`src/rtl/input_conditioner.sv`:
```
// Synchronizes, debounces and edge-detects a raw asynchronous single-bit input.
// Outputs a clean registered level, one-cycle rise/fall pulses and a toggle bit.
module input_conditioner #(
    parameter int unsigned SYNC_STAGES     = 2,
    parameter int unsigned DEBOUNCE_CYCLES = 4
) (
    input  logic clk,
    input  logic rst,
    input  logic din,
    output logic level_out,
    output logic rise_pulse,
    output logic fall_pulse,
    output logic toggle_q,
    output logic busy
);

    localparam int unsigned CNT_W = $clog2(DEBOUNCE_CYCLES + 1);

    typedef enum logic [1:0] {
        IDLE_LOW  = 2'd0,
        WAIT_HIGH = 2'd1,
        IDLE_HIGH = 2'd2,
        WAIT_LOW  = 2'd3
    } state_t;

    state_t                 state_q;
    state_t                 state_d;
    logic [CNT_W-1:0]       cnt_q;
    logic [CNT_W-1:0]       cnt_d;
    logic [SYNC_STAGES-1:0] sync_q;
    logic                   s_c;
    logic [CNT_W-1:0]       cnt_inc_c;
    logic                   done_c;
    logic                   level_d;
    logic                   rise_d;
    logic                   fall_d;
    logic                   toggle_d;
    logic                   busy_d;

    assign s_c       = sync_q[SYNC_STAGES-1];
    assign cnt_inc_c = cnt_q + CNT_W'(1);
    // IDLE states hold cnt at 0, so the same test covers DEBOUNCE_CYCLES=1 straight from IDLE.
    assign done_c    = (cnt_inc_c == CNT_W'(DEBOUNCE_CYCLES));

    // Synchronizer chain plus state and output registers.
    always_ff @(posedge clk) begin
        if (rst) begin
            sync_q     <= '0;
            state_q    <= IDLE_LOW;
            cnt_q      <= '0;
            level_out  <= 1'b0;
            rise_pulse <= 1'b0;
            fall_pulse <= 1'b0;
            toggle_q   <= 1'b0;
            busy       <= 1'b0;
        end else begin
            sync_q     <= {sync_q[SYNC_STAGES-2:0], din};
            state_q    <= state_d;
            cnt_q      <= cnt_d;
            level_out  <= level_d;
            rise_pulse <= rise_d;
            fall_pulse <= fall_d;
            toggle_q   <= toggle_d;
            busy       <= busy_d;
        end
    end

    // Next-state: count consecutive samples that disagree with the current level.
    always_comb begin
        state_d = state_q;
        cnt_d   = cnt_q;
        unique case (state_q)
            IDLE_LOW, WAIT_HIGH: begin
                if (!s_c) begin
                    state_d = IDLE_LOW;
                    cnt_d   = '0;
                end else if (done_c) begin
                    state_d = IDLE_HIGH;
                    cnt_d   = '0;
                end else begin
                    state_d = WAIT_HIGH;
                    cnt_d   = cnt_inc_c;
                end
            end
            IDLE_HIGH, WAIT_LOW: begin
                if (s_c) begin
                    state_d = IDLE_HIGH;
                    cnt_d   = '0;
                end else if (done_c) begin
                    state_d = IDLE_LOW;
                    cnt_d   = '0;
                end else begin
                    state_d = WAIT_LOW;
                    cnt_d   = cnt_inc_c;
                end
            end
            default: begin
                state_d = IDLE_LOW;
                cnt_d   = '0;
            end
        endcase
    end

    // Output next-values, all derived from the upcoming state.
    always_comb begin
        level_d  = (state_d == IDLE_HIGH) || (state_d == WAIT_LOW);
        rise_d   = level_d && !level_out;
        fall_d   = !level_d && level_out;
        busy_d   = (state_d == WAIT_HIGH) || (state_d == WAIT_LOW);
        toggle_d = toggle_q ^ rise_pulse;
    end

endmodule
```
`config.mk`:
```
export PLATFORM = sky130hd
export DESIGN_NAME = input_conditioner
export DESIGN_NICKNAME = d
export VERILOG_FILES = /design/src/rtl/input_conditioner.sv
export SDC_FILE = /design/constraint.sdc
export NUM_CORES = 1
export LEC_CHECK = 0
export CORE_AREA = 5 5 42 44
export DETAILED_ROUTE_END_ITERATION = 8
export DIE_AREA = 0 0 47 49
export MAX_ROUTING_LAYER = met4
export PLACE_DENSITY = 0.59
export RECOVER_POWER = 25
export REMOVE_ABC_BUFFERS = 1
export SLEW_MARGIN = 20
export SYNTH_ARGS = -nofsm -noshare
export SYNTH_HDL_FRONTEND = slang
export SYNTH_SLANG_ARGS = --single-unit
```
`constraint.sdc`:
```
create_clock -name clk -period 1.4 [get_ports clk]
set_input_delay 0.28 -clock clk [delete_from_list [all_inputs] [get_ports clk]]
set_output_delay 0.28 -clock clk [all_outputs]
set_load 0.01 [all_outputs]
```
==> key figures <==
Run status
  – Status: finished clean

Pwr
  – Tot Pwr: 489 uW
  – Sw Share: 0.188
  – Psw: 92.1 uW
  – Internal: 397 uW
  – Maximum ir drop on the vdd rail: 0.556 mV
  – Comb power frac: 0.034
  – Clock network fraction of design power: 0.371
  – Sequential share of power: 0.595
  – Total power divided by cell area: 1050 nW/um^2
  – Leakage: 0.207 nW

Cells and area
  – Final cell count without fillers: 56
  – Layout cells sized above 1: 0.150
  – Area grow syn2layout: 33.8%
  – Nets: 48
  – FF+latch area: 200 sq um
  – Ant. Diodes: 0
  – Fill count: 164
  – Final Util: 0.332
  – Most frequent cells in the layout: dfxtp_1, ha_1, clkbuf_4, dlygate4sd2_1
  – Finished Cell Area: 465 sq um
  – Most common cell after layout, fill and taps aside: dfxtp_1
  – Multi-input logic area: 135 sq um

Detailed routing
  – Vias per std cell: 4.09
  – Wire length per cell: 8.93 um
  – DR iter-0 viols: 1
  – 1st-pass router iterations: 2
  – DRC viols: 0
  – Final WL: 500 um
  – DRT antenna net count: 0
  – Vias: 229

STA
  – Final Hold Viols: 0
  – Highest Clock Rate: 734 MHz
  – Slew headroom: 0.797
  – RSZ-0062 raised after global routing: no
  – Setup Skew: 1.13 ps
  – Final-report setup violation count: 0
  – Tmin final: 1360 ps
  – Final period util: 0.974
  – Slew Limit Fails: 0
  – Final setup TNS: 0 ps
  – Worst-Margin Slew: 302 ps

Clock network
  – Total clock sinks: 10
  – Number of H-tree levels: 1
  – Cts hold-fix bufs: 0
  – Clk pin slew, worst setup/hold paths: 60 ps
  – Maximum clock path buffer count: 2
  – CTS tree: built
  – Worst-skew pair later-pin latency: 250 ps
  – Root buf cell: clkbuf_4
  – Post-CTS setup buffers: 0
  – CTS Buf Count: 3

Place
  – Post-DP Area: 448 sq um
  – Port Buffer Count: 7
  – GPL Wtd Cong: 0.690
  – Dpl cells: 53
  – Final HPWL DP: 404 um

Global routing
  – Vias in the first global route: 243
  – First-pass GRT wire length: 876 um
  – Global route overflow: 0
  – Initial antenna violation count: 0
  – Largest net degree at the start of global routing: 8
  – Total Routing Usage GR: 0.0565

Setup path
  – Cell family with most CP delay: buffers and inverters
  – Crit path from: busy
  – CP Cell Sequence: clkdlybuf4s50_1
  – Worst path arrival time: 1080 ps
  – Register-to-register setup slack: 300 ps
  – Req. time, crit path: 1120 ps
  – Worst Setup End Kind: output pin
  – Crit path buffers/inverters: 1
  – CP max stage cell: clkdlybuf4s50_1
  – Worst Reg-to-Reg Cells: 3
  – Startpoint types: flop
  – Critical-path maximum fanout: 1
  – R2R Path Start: cnt_q[0]
  – CP max stage delay: 520 ps
  – Crit path depth: 1
  – Crit path kind: reg2out

Yosys
  – Syn Area/Cell: 12.0 sq um
  – Yosys warning total: 0
  – Sequential area share after synthesis: 0.576
  – Post-synthesis register bit count: 10
  – Synth cell types: 11
  – Post-synthesis cell area: 348 sq um
  – Syn Inst Count: 29

Floorplanning
  – Core Rows: 14
  – Starting Density: 0.248
  – Die height: 49 um
  – Die width: 47 um
  – Die area: 2300 sq um
  – Core Area: 1400 sq um
  – Io pins: 8

Hold path
  – WHS Path Cells: 1
  – Hold_sp: cnt_q[0]
  – HP Class: reg2reg

Run
  – Max Cap Viol: 0
-- power by group through the flow --
stage / sequential (mW) / clock (mW) / combinational [mW]
after floorplan: 0.297 / 0 / 0.00547
after global placement: 0.297 / 0 / 0.0187
after detailed placement: 0.298 / 0 / 0.0187
after CTS: 0.291 / 0.188 / 0.0188
after global routing: 0.291 / 0.200 / 0.0190
final: 0.291 / 0.182 / 0.0167
-- synthesized netlist by cell type, drive strengths merged --
| cell | number | share of area |
|---|---|---|
| mux2i | 1 | 0.029 |
| nor2 | 2 | 0.022 |
| inv | 2 | 0.022 |
| nor3 | 2 | 0.029 |
| and4bb | 2 | 0.072 |
| nor2b | 2 | 0.036 |
| ha | 3 | 0.11 |
| xnor2 | 2 | 0.050 |
| nor3b | 2 | 0.043 |
| dfxtp | 10 | 0.58 |
| buf | 1 | 0.014 |
-- state kept, by name, indices dropped and copies added, names as in the netlist --
register / cells
toggle_q: 1
level_out: 1
rise_pulse: 1
sync_q: 2
busy: 1
cnt_q: 3
fall_pulse: 1
-- kinds of logic after synthesis --
| logic type | count (synthesis) | synth area share |
|---|---|---|
| flip-flops | 10 | 0.576 |
| AND/OR/NAND/NOR | 10 | 0.201 |
| XOR/XNOR | 2 | 0.0504 |
| buffers and inverters | 3 | 0.0360 |
| adder cells (fa/ha/maj) | 3 | 0.108 |
| multiplexers | 1 | 0.0288 |
-- per-stage QoR --
stage	hold WS, ps	setup slack [ps]
after floorplan	352	357
after global placement	427	244
after detailed placement	424	215
after CTS	433	22.7
after global routing	459	2.36
final	427	36.9
-- per-layer routing --
layer | GRT usage | wire [um] | up-vias
met2 | 0.0837 | 240 | 6
met1 | 0.0511 | 208 | 103
met5 | - | 0 | -
met4 | 0.0553 | 24 | 0
li1 | - | - | 117
met3 | 0.0221 | 27 | 3
-- worst paths after layout --
path | endpoint
worst min-delay path | cnt_q[0]
worst max register to register | fall_pulse
worst min register to register | cnt_q[0]
worst max-delay path | busy
-- final cells by class --
type,count,area share
well taps,16,0.0430
clock buffers,3,0.0484
inverters,2,0.0161
repair buffers,9,0.172
multi-input cells,16,0.290
flip-flops and latches,10,0.430
-- repair_timing --
action	CTS	global route
pin swaps	0	0
endpoints found under the setup margin	3	1
resized for setup	3	1
Power figures use the tool's default switching activity.
